==> src/rtl/router_sync_param.sv <==
// Header-address router for NUM_CH FIFOs. It latches the destination address,
// steers the upstream write strobe, and runs a per-channel unread-data watchdog.
//
// Handshake: a write is issued to channel addr_q only while wr_en_reg is high
// and that FIFO is not full. A channel's data is consumed when rd_en[i] is high
// while vld_out[i] (= ~empty[i]) is high. There is no backpressure beyond full[].
module router_sync_param #(
  parameter int NUM_CH  = 3,
  parameter int ADDR_W  = 2,
  parameter int TIMEOUT = 30
) (
  input  logic              clk,
  input  logic              rst,
  input  logic [ADDR_W-1:0] din,
  input  logic              detect_addr,
  input  logic              wr_en_reg,
  input  logic [NUM_CH-1:0] full,
  input  logic [NUM_CH-1:0] empty,
  input  logic [NUM_CH-1:0] rd_en,
  input  logic              timeout_en,
  output logic [NUM_CH-1:0] wr_en,
  output logic              fifo_full,
  output logic [NUM_CH-1:0] vld_out,
  output logic [NUM_CH-1:0] soft_reset,
  output logic              addr_err
);

  localparam int CNT_W = (TIMEOUT > 1) ? $clog2(TIMEOUT) : 1;
  localparam logic [CNT_W-1:0]  CNT_MAX  = CNT_W'(TIMEOUT - 1);
  // One extra bit so the range compare also works when NUM_CH == 2**ADDR_W.
  localparam logic [ADDR_W:0]   NUM_CH_X = (ADDR_W + 1)'(NUM_CH);

  logic [ADDR_W-1:0] addr_q;
  logic              addr_ok;

  always_ff @(posedge clk or negedge rst) begin
    if (!rst) begin
      addr_q   <= '0;
      addr_err <= 1'b0;
    end else if (detect_addr) begin
      addr_q   <= din;
      addr_err <= ({1'b0, din} >= NUM_CH_X);
    end
  end

  assign addr_ok = ({1'b0, addr_q} < NUM_CH_X);

  // Steering uses the registered address, so a same-cycle detect_addr does not
  // redirect the write already in flight.
  always_comb begin
    wr_en     = '0;
    fifo_full = 1'b0;
    for (int i = 0; i < NUM_CH; i++) begin
      if (addr_ok && (addr_q == ADDR_W'(i))) begin
        wr_en[i]  = wr_en_reg & ~full[i];
        fifo_full = full[i];
      end
    end
  end

  assign vld_out = ~empty;

  for (genvar g = 0; g < NUM_CH; g++) begin : g_wdog
    logic [CNT_W-1:0] cnt;
    logic             pulse;

    // Counter restarts whenever the channel is idle, drained or the watchdog
    // is off; at the terminal count it fires once and starts a fresh period.
    always_ff @(posedge clk or negedge rst) begin
      if (!rst) begin
        cnt   <= '0;
        pulse <= 1'b0;
      end else if (!timeout_en || !vld_out[g] || rd_en[g]) begin
        cnt   <= '0;
        pulse <= 1'b0;
      end else if (cnt == CNT_MAX) begin
        cnt   <= '0;
        pulse <= 1'b1;
      end else begin
        cnt   <= cnt + 1'b1;
        pulse <= 1'b0;
      end
    end

    assign soft_reset[g] = pulse;
  end

endmodule
==> config.mk <==
export PLATFORM = sky130hd
export DESIGN_NAME = router_sync_param
export DESIGN_NICKNAME = d
export VERILOG_FILES = /design/src/rtl/router_sync_param.sv
export SDC_FILE = /design/constraint.sdc
export NUM_CORES = 1
export LEC_CHECK = 0
export BUFFER_PORTS_ARGS = -buffer_cell sky130_fd_sc_hd__clkbuf_2
export CORE_MARGIN = 4
export CORE_UTILIZATION = 45
export CTS_CLUSTER_DIAMETER = 30
export DETAILED_ROUTE_END_ITERATION = 16
export PLACE_DENSITY = 0.81
export SYNTH_ARGS = -nofsm -noshare
export SYNTH_HDL_FRONTEND = slang
export SYNTH_SLANG_ARGS = --single-unit
export TNS_END_PERCENT = 20
==> constraint.sdc <==
create_clock -name clk -period 0.96 [get_ports clk]
set_input_delay 0.192 -clock clk [delete_from_list [all_inputs] [get_ports clk]]
set_output_delay 0.192 -clock clk [all_outputs]
set_load 0.01 [all_outputs]
## Yosys cells after proc, flatten, opt, wreduce, memory -nomap -nowiden

Cells that the tools add are included.

- Register bits: 21
- Latch bits: 0
- Memory bits (writable): 0
- ROM bits: 0
- Input port bits: 16
- Output and inout port bits: 11
- Word-level logic and storage cells: 57
- Memories kept: 0

- $add $sub $neg: 3
- $mul: 0
- Div/mod/pow operators: 0
- $lt $le $gt $ge: 2
- Equal/unequal tests: 5
- Shifts and indexed selects: 0
- Mux-type cells: 18
- Bitwise gates (word level): 7
- Reduce and logical (&&, ||, !) cells: 14

Operators with widths:

| operator | number |
|---|---|
| 5-bit two-way mux | 6 |
| 5-bit by 1-bit adder with 5-bit output, second input constant | 3 |
| 5-bit equality test, second input constant | 3 |
| 1-bit two-way mux | 12 |
| 1-bit logical OR | 6 |
| 1-bit zero test | 4 |
| 1-bit bitwise AND | 3 |
| 1-bit logical AND | 3 |
| 1-bit inverter | 3 |
| 3-bit inverter | 1 |
| 2-bit by 1-bit equality test with 1-bit output, second input constant | 1 |
| 2-bit equality test, second input constant | 1 |
| 2-bit >= comparator, second input constant | 1 |
| 2-bit zero test | 1 |
| 2-bit less-than comparator, second input constant | 1 |

## Longest topological paths before layout

Gate-level depths: netlist (run 1).

- Depth in word-level cells: 5
- Gate-level depth with buffers: 5
- Mapped depth without buffers: 5

## Worst setup path before layout (run 1)

Ideal clock, no wire load.

- Path kind: register to output
- From: reg addr_q[1]
- To: out wr_en[0]
- Arrival time: 0.893 ns
- Data required time: 0.768 ns
- Slack: -0.125 ns
- Cell stages (with the launch flop): 2
- Buffers on the path: 0
- Cell sequence: dfrtp_1 > nor4b_1

- Cells in the longest elaborated chain, start to end: 3
- Elaborated cells between the ends (all ways): 4

RTL lines:

| what | line | source |
|---|---|---|
| from (decl) | 33 | `logic [ADDR_W-1:0] addr_q;` |
| from (signal assigned) | 41 | `addr_q <= din;` |
| 2-bit less-than comparator or 2-bit zero test (tied branches) | 46, 54 |  |
| 1-bit logical AND (*) | 54 | `if (addr_ok && (addr_q == ADDR_W'(i))) begin` |
| 1-bit two-way mux (*) | 54 |  |
| to (decl) | 21 | `output logic [NUM_CH-1:0] wr_en,` |

Mark *: on every way between the ends. The rest lies on a longest branch, timed or not.

## Worst setup path after layout (run 1)

- From: reg addr_q[1]
- To: out wr_en[1]

- Cells in the longest elaborated chain, start to end: 3
- Elaborated cells between the ends (all ways): 4

RTL lines:

| what | line |
|---|---|
| 2-bit less-than comparator or 2-bit by 1-bit equality test with 1-bit output (tied branches) | 46, 54 |
| 1-bit logical AND (*) | 54 |
| 1-bit two-way mux (*) | 54 |

Marks and branches as above.

==> reports/metrics.csv, run 1 <==
metric;value;unit
rrSetupSlack;-110;ps
syn_to_final_growth;25.1;%
worstPathArrival;1190;ps
io_buffers;26;
p_leak;0.598;nW
crit_required;770;ps
grt_max_degree;22;
clk_pin_slew;110;ps
gp_congestion;0.690;
grt_pass1_vias;793;
hp-start;rd_en[0];
end_kind;output port;
dp.final_hpwl;1490;µm
cts-htree-levels;1;
io_pins;27;
violations;setup timing;
hold_depth;4;
final_nets;148;
cts.sinks;21;
drtPass1Iterations;2;
min_path_type;in2reg;
maxSlewViolCount;0;
drv_cap;0;
drt-total-wl;1850;µm
cts_max_path_buffers;2;
cts_tree;done;
fin_crit_sh;144;%
fmax;0.724;GHz
min_to;g_wdog[0].pulse;
ys_ff_latch;21;
antenna_found_initial;0;
setup_viol;25;
initial_core_util;48.6;%
die_w;54.8;µm
dieArea;0.00300;mm²
route.vias.total;739;
post_drt_via_cell_ratio;4.86;
timing.final.ws_setup;-421;ps
final_area;0.00123;mm²
syn_area_per_cell;10.7;µm²
grt_util_all_layers;15.6;%
placed_area;0.00117;mm²
worstReg2RegEnd;g_wdog[2].cnt[4];
r2r-start;g_wdog[2].cnt[0];
core;0.00202;mm²
drc_errors;0;
syn_inst;92;
yosysWarnings;0;
yosys-top-cells-area;dfrtp_1 53%, nor2_1 8.0%, ha_1 7.6%;
dp_slack;-142;ps
period_needed;1380;ps
vdd_ir_drop_max;0.722;mV
netlist.area_leader.share;53.4;%
whs;132;ps
outcome;finished, violations left;
dp_cells;146;
path_class;reg2out;
wl_per_cell;12.1;µm
final_cells;152;
power.density;1220;mW/mm²
final_layout_size_suffix_gt1_share;39.2;%
grt_pass1_wl;3310;µm
start_kind;register;
finClkSkew;2.93;ps
p_total;1.50;mW
slew_headroom;66.6;%
grt_overflow;0;
path_max_fanout;6;
final_hold_viol_count;0;
rows;16;
diodes;0;
synth.cell_area;983;µm²
die_h;54.8;µm
worstMarginPinSlew;502;ps
postSynthNetCount;114;
ant_nets;0;
root_buffer;clkbuf_4;
rsz0062_at_grt;true;
drt_iter0_drc;2;
reg2reg_depth;4;
ys_types;18;
ys_seq_area_share;53.4;%
yosys.area.top_type;dfrtp_1;
clock_latency;300;ps
cts_buffers;3;
cells in the final DEF, fill, tap and decap left out, drive strengths merged, types with 2 or more instances in the layout:
master / count
inv: 7
xor2: 6
o21ai: 2
nor2: 21
ha: 6
mux2: 2
buf: 9
nand4: 3
clkbuf: 26
nand2: 3
dfrtp: 21
nand3: 10
xnor2: 3
cells in the mapped netlist, drive strengths merged:
cell type	n
inv	7
xnor2	3
nor2	21
nand4	3
mux2i	1
nand3b	1
nand3	10
and4bb	1
xor2	6
ha	6
o21ai	2
nand2	3
nor4bb	1
nor4b	1
buf	3
mux2	2
dfrtp	21
routing by layer:
layer	routed length [µm]	up-vias	global-route usage, %
li1	-	369	-
met1	763	344	17.5
met2	929	22	28.5
met3	127	4	2.72
met4	25	0	6.22
met5	0	-	0
registers in the layout, indices dropped and copies added, names as in the netlist:
| name | flops |
|---|---|
| addr_err | 1 |
| g_wdog.pulse | 3 |
| g_wdog.cnt | 15 |
| addr_q | 2 |
worst max path at each step:
stage,cells after the start,slack (ps),startpoint,end
after floorplan,4,-40,g_wdog[2].cnt[0],g_wdog[2].cnt[4]
after global placement,2,-100,addr_q[1],wr_en[1]
after detailed placement,2,-140,addr_q[1],wr_en[1]
after CTS,2,-450,addr_q[1],wr_en[1]
after global routing,2,-510,addr_q[0],wr_en[0]
final,2,-420,addr_q[1],wr_en[1]
worst max-delay path, stage by stage (launching register included):
cell and delay (ps):
dfrtp_2 460, nor4bb_2 260, buf_2 170
metrics by stage:
stage / TNS [ps] / util, %
floorplan: -237 / -
global placement: -1300 / 57.7
detailed placement: -2200 / 57.7
CTS: -3750 / 60.3
global route: -5360 / 60.8
finish: -3320 / 60.8
power breakdown:
group          switching [mW]  leakage [nW]  internal [mW]
clock network           0.249        0.0150          0.162
registers              0.0226         0.284          0.904
logic                  0.0844         0.299         0.0815
logic make-up after synthesis:
kind of cell               count (synthesis)  synth area share, %
xor gates and xnor gates                   9                 8.02
AOI/OAI and AO/OA                          2                 1.02
and+or+nand+nor                           41                 21.6
buffers and inverters                     10                 4.96
adders and majority gates                  6                 7.63
muxes                                      3                 3.31
DFF                                       21                 53.4
cell type report:
class | instances | area, µm²
fillers | 181 | 792
flip-flops and latches | 21 | 528
multi-input cells | 61 | 432
repair buffers | 32 | 184
well taps | 27 | 33.8
clock buffers | 4 | 26.3
inverters | 7 | 26.3
timing repair:
action                                  CTS  global route
hold buffers                              1             0
gates cloned                              0             0
setup buffers                             1             0
resized for setup                         4             8
endpoints found under the hold margin    21             0
endpoints found under the setup margin   25            26
pin swaps                                13             1
(Power assumes the default switching activity.)
==> run 2: changes to the inputs <==
- clock period: 0.96 -> 1.2 ns (I/O delays scaled with it)
==> run 2 against run 1 <==
Against the previous run: the run still ends with setup timing left; first-iteration DRC count rose to 4.5 times the previous value; setup slack better by 170 ps; sequential power down 20%; non-clock buffer count down 4; final area down 3.0%; global-route usage down 0.58 points; total power down 19%; via count up 0.68%; clock skew down 1.8 ps; wire length up 4.6%; largest cell class unchanged; largest power group unchanged.
==> reports/metrics.csv, run 2 (synthesis results as in run 1) <==
metric;value;unit;change
min_path_type;in2reg;;unchanged
dp.final_hpwl;1410;µm;was 1490 µm
route.vias.total;744;;was 739
fin_crit_sh;121;%;
p_int;0.912;mW;was 1.15 mW
final_nets;144;;was 148
die_w;54.8;µm;unchanged
post_drt_via_cell_ratio;5.03;;was 4.86
grt_max_degree;22;;unchanged
dieArea;0.00300;mm²;unchanged
grt_util_met3;3.27;%;was 2.72%
io_pins;27;;unchanged
outcome;finished, violations left;;unchanged
worstMarginPinSlew;497;ps;was 502 ps
worstReg2RegEnd;g_wdog[0].cnt[3];;was g_wdog[2].cnt[4]
final_common_cell;clkbuf_2;;unchanged
fmax;0.691;GHz;
vdd_ir_drop_max;0.530;mV;was 0.722 mV
ant_nets;0;;unchanged
use_met1;16.1;%;was 17.5%
grt_pass1_vias;685;;was 793
final_hold_viol_count;0;;unchanged
initial_core_util;48.6;%;unchanged
min_to;g_wdog[1].pulse;;was g_wdog[0].pulse
reg2reg_depth;4;;unchanged
syn_to_final_growth;21.4;%;was 25.1%
regMostFlops;g_wdog.cnt;;unchanged
hold_depth;4;;unchanged
finClkSkew;1.14;ps;was 2.93 ps
slew_headroom;66.9;%;was 66.6%
r2r-start;g_wdog[0].cnt[0];;was g_wdog[2].cnt[0]
timing.final.ws_setup;-248;ps;was -421 ps
crit_required;960;ps;was 770 ps
cts_tree;done;;unchanged
p_total;1.21;mW;was 1.50 mW
power_frac_comb;11.0;%;about the same
period_needed;1450;ps;
end_kind;output port;;unchanged
dp_cells;142;;was 146
switching_share;24.7;%;was 23.7%
grt_util_all_layers;15.0;%;was 15.6%
clock_latency;300;ps;about the same
root_buffer;clkbuf_4;;unchanged
finish.utilization;59.0;%;was 60.8%
dp_slack;74.7;ps;was -142 ps
violations;setup timing;;unchanged
antenna_found_initial;0;;unchanged
final_cells;148;;was 152
largest_reg_flops;15;;unchanged
grt_overflow;0;;unchanged
path_class;reg2out;;unchanged
use_met2;27.2;%;was 28.5%
io_buffers;26;;unchanged
cts-htree-levels;1;;unchanged
cts_max_path_buffers;2;;unchanged
drv_cap;0;;unchanged
cts.sinks;21;;unchanged
reg.largest.list;g_wdog.cnt x15, g_wdog.pulse x3, addr_q x2;;unchanged
rows;16;;unchanged
drt-total-wl;1930;µm;was 1850 µm
power_frac_clock;27.6;%;was 27.3%
path_max_fanout;5;;was 6
maxSlewViolCount;0;;unchanged
busiest_layer;met2;;unchanged
die_h;54.8;µm;unchanged
start_kind;register;;unchanged
clk_pin_slew;120;ps;was 110 ps
drt_iter0_drc;9;;was 2
rrSetupSlack;70;ps;was -110 ps
drtPass1Iterations;4;;was 2
setup_viol;4;;was 25
core;0.00202;mm²;unchanged
p_switching;0.299;mW;was 0.356 mW
diodes;0;;unchanged
power.density;1010;mW/mm²;was 1220 mW/mm²
worstPathArrival;1210;ps;was 1190 ps
fillers;173;;was 181
gp_congestion;0.659;;was 0.690
grt_pass1_wl;3080;µm;was 3310 µm
p_leak;0.592;nW;was 0.598 nW
wl_per_cell;13.0;µm;was 12.1 µm
drc_errors;0;;unchanged
cts_buffers;3;;unchanged
final_layout_size_suffix_gt1_share;33.9;%;was 39.2%
rsz0062_at_grt;true;;unchanged
hp-start;rd_en[1];;was rd_en[0]
seqPwrFrac;61.4;%;was 61.6%
layout_common_cells;23 x clkbuf_2, 21 x nor2_1, 19 x dfrtp_1;;was 22 x clkbuf_2, 20 x nor2_1, 19 x dfrtp_1
-- run 2: cell count changes in the layout (fill, tap and decap cells not counted), sizes merged --
cell    delta
buf        -5
clkinv     +1
-- run 2: power groups by stage --
stage	clock network, mW	registers [mW]	logic (mW)
global route	0.371	0.747	0.149
detailed placement	0	0.751	0.121
global placement	0	0.749	0.116
CTS	0.343	0.738	0.131
finish	0.334	0.743	0.134
floorplan	0	0.750	0.0497
-- run 2: what timing repair did --
action | 4_1_cts | 5_1_grt
gates resized for setup | 2 | 7
setup buffers | 1 | 0
hold buffers | 1 | 0
setup endpoints to repair | 4 | 7
pin swaps | 2 | 2
hold endpoints to repair | 21 | 0
-- run 2: how the worst max path moves through the flow --
stage                         start       end  slack (ps)  cells after the start
final                     addr_q[1]  wr_en[1]        -250                      2
after global routing      addr_q[1]  wr_en[1]        -320                      2
after CTS                 addr_q[1]  wr_en[1]        -250                      2
after detailed placement  addr_q[1]  wr_en[1]          70                      2
after global placement    addr_q[1]  wr_en[0]          90                      2
after floorplan           addr_q[1]  wr_en[0]          70                      1
-- run 2: routing by layer --
layer  part of all wire, %  up-vias  wire length, µm
li1                      -      361                -
met1                    41      346              794
met2                    49       30              949
met3                   7.6        7              146
met4                   2.1        0               40
met5                     0        -                0
-- run 2: cell type report --
| cell class | count | area (µm²) | area share (%) |
|---|---|---|---|
| clock inverters | 1 | 5.00 | 0.419 |
| flip-flops and latches | 21 | 528 | 44.2 |
| inverters | 7 | 26.3 | 2.20 |
| multi-input cells | 61 | 430 | 36.1 |
| repair buffers | 28 | 148 | 12.4 |
| clock buffers | 3 | 22.5 | 1.89 |
| well taps | 27 | 33.8 | 2.83 |
-- run 2: stage by stage --
step,cell area [µm²],TNS [ps],hold slack [ps]
after floorplan,983,0,-55.6
after global placement,1120,0,229
after detailed placement,1120,0,235
after CTS,1180,-891,171
after global routing,1190,-1150,163
final,1190,-913,176
-- run 2: critical path, stage by stage, from the launching register on --
cell	delay [ps]
dfrtp_2	470
nor4bb_2	270
buf_2	170
==> run 3: changes to the inputs <==
- CORE_UTILIZATION: 45 -> 35
- PLACE_DENSITY: 0.81 -> 0.67
==> run 3 against run 2 <==
Against the previous run: the run still ends with setup timing left; non-clock buffer count down 1; cell count up 1.4%; total power down 2.7%; sequential cell count unchanged; global-route usage down 4.8 points; critical endpoint unchanged; first-iteration DRC count up 78%; clock skew up 6.0 ps.
==> reports/metrics.csv, run 3 (synthesis results as in run 1) <==
metric;value;unit;change
core;0.00257;mm²;was 0.00202 mm²
reg.largest.list;g_wdog.cnt x15, g_wdog.pulse x3, addr_q x2;;unchanged
initial_core_util;38.3;%;was 48.6%
cp_top_family;flip-flops;;unchanged
layout_common_cells;23 x clkbuf_2, 21 x nor2_1, 19 x dfrtp_1;;unchanged
final_cells;150;;was 148
timing.final.ws_setup;-212;ps;was -248 ps
root_buffer;clkbuf_4;;unchanged
dp_cells;145;;was 142
maxSlewViolCount;0;;unchanged
dp.final_hpwl;1330;µm;was 1410 µm
final_layout_size_suffix_gt1_share;32.5;%;was 33.9%
clk_pin_slew;110;ps;was 120 ps
worstPathArrival;1170;ps;was 1210 ps
dp_slack;77.3;ps;was 74.7 ps
path_class;reg2out;;unchanged
cts_tree;done;;unchanged
rows;18;;was 16
grt_overflow;0;;unchanged
cts_max_path_buffers;2;;unchanged
dieArea;0.00372;mm²;was 0.00300 mm²
gp_congestion;0.791;;was 0.659
worstMarginPinSlew;507;ps;was 497 ps
cts-htree-levels;1;;unchanged
grt_pass1_vias;671;;was 685
path_buf_inv;1;;unchanged
outcome;finished, violations left;;unchanged
final_nets;143;;was 144
rsz0062_at_grt;true;;unchanged
io_buffers;26;;unchanged
syn_to_final_growth;20.0;%;was 21.4%
fillers;251;;was 173
power_frac_comb;10.4;%;was 11.0%
grt_pass1_wl;2790;µm;was 3080 µm
finish.utilization;46.0;%;was 59.0%
crit_required;960;ps;about the same
drt_iter0_drc;16;;was 9
route.vias.total;702;;was 744
p_switching;0.268;mW;was 0.299 mW
path_cells;nor4bb_2 > buf_2;;unchanged
slew_headroom;66.2;%;was 66.9%
finClkSkew;7.13;ps;was 1.14 ps
fin_crit_sh;118;%;was 121%
io_pins;27;;unchanged
grt_util_all_layers;10.1;%;was 15.0%
ant_nets;0;;unchanged
post_drt_via_cell_ratio;4.68;;was 5.03
violations;setup timing;;unchanged
vdd_ir_drop_max;0.668;mV;was 0.530 mV
regMostFlops;g_wdog.cnt;;unchanged
die_w;61.0;µm;was 54.8 µm
cts.sinks;21;;unchanged
switching_share;22.7;%;was 24.7%
period_needed;1410;ps;was 1450 ps
largest_reg_flops;15;;unchanged
final_hold_viol_count;0;;unchanged
power_frac_clock;26.7;%;was 27.6%
drt-total-wl;1660;µm;was 1930 µm
drc_errors;0;;unchanged
drv_cap;0;;unchanged
critical_path.slowest_cell;dfrtp_2;;unchanged
seq_area;528;µm²;unchanged
fmax;0.708;GHz;was 0.691 GHz
min_path_type;in2reg;;unchanged
crit_path_max_incr_delay;460;ps;was 470 ps
setup_viol;4;;unchanged
drtPass1Iterations;3;;was 4
cts_buffers;3;;unchanged
clock_latency;290;ps;was 300 ps
die_h;61.0;µm;was 54.8 µm
end_kind;output port;;unchanged
final_common_cell;clkbuf_2;;unchanged
p_leak;0.579;nW;was 0.592 nW
grt_max_degree;22;;unchanged
power.density;999;mW/mm²;was 1010 mW/mm²
wl_per_cell;11.1;µm;was 13.0 µm
start_kind;register;;unchanged
p_int;0.910;mW;was 0.912 mW
path_max_fanout;6;;was 5
multi_input_area;422;µm²;was 430 µm²
antenna_found_initial;0;;unchanged
diodes;0;;unchanged
seqPwrFrac;62.9;%;was 61.4%
-- run 3: cell count changes in the layout (fill, tap and decap cells not counted) --
cell / previous run / this run
buf_4: 1 / 0
clkbuf_1: 0 / 1
clkinv_2: 1 / 0
nor4b_2: 0 / 1
nor4b_4: 1 / 0
-- run 3: final timing paths --
path,startpoint,to,slack (ps),depth (start not counted)
max,addr_q[1],wr_en[1],-210,2
max in group asynchronous,rst,addr_q[1],400,2
max reg2reg,g_wdog[0].cnt[0],g_wdog[0].cnt[4],100,4
min in group asynchronous,rst,g_wdog[0].cnt[0],430,2
min,detect_addr,addr_err,190,2
min reg2reg,g_wdog[1].cnt[0],g_wdog[1].cnt[0],490,1
-- run 3: layer usage --
layer	part of all wire (%)	GRT usage, %	up-vias	routed length, µm
met2	46	17.7	22	771
li1	-	-	361	-
met4	1.1	5.57	0	19
met5	0	0	-	0
met1	45	11.6	317	742
met3	7.5	1.91	2	124
-- run 3: through the flow --
step / power (mW) / setup TNS [ps] / instance area, µm² / hold slack [ps]
2_1_floorplan: 0.799 / 0 / 983 / -55.6
3_3_place_gp: 0.866 / 0 / 1130 / 233
3_5_place_dp: 0.871 / 0 / 1130 / 236
4_1_cts: 1.20 / -934 / 1170 / 183
5_1_grt: 1.26 / -1100 / 1180 / 179
6_report: 1.18 / -768 / 1180 / 193
-- run 3: cell type report --
| type | count | area share [%] |
|---|---|---|
| sequential | 21 | 44.8 |
| multi-input combinational | 61 | 35.7 |
| timing repair buffer | 27 | 11.9 |
| tap | 30 | 3.18 |
| clock buffer | 4 | 2.23 |
| inverter | 7 | 2.23 |
-- run 3: repair_timing --
action | in CTS | in global routing
hold buffers | 1 | 0
pin swaps | 1 | 1
resized for setup | 1 | 7
endpoints found under the setup margin | 4 | 4
buffers inserted | 0 | 0
endpoints found under the hold margin | 21 | 0
-- run 3: power groups by stage --
stage / combinational [mW] / sequential, mW / clock, mW
floorplan: 0.0497 / 0.750 / 0
global placement: 0.117 / 0.749 / 0
detailed placement: 0.119 / 0.752 / 0
CTS: 0.123 / 0.739 / 0.335
global route: 0.140 / 0.744 / 0.372
finish: 0.122 / 0.741 / 0.315
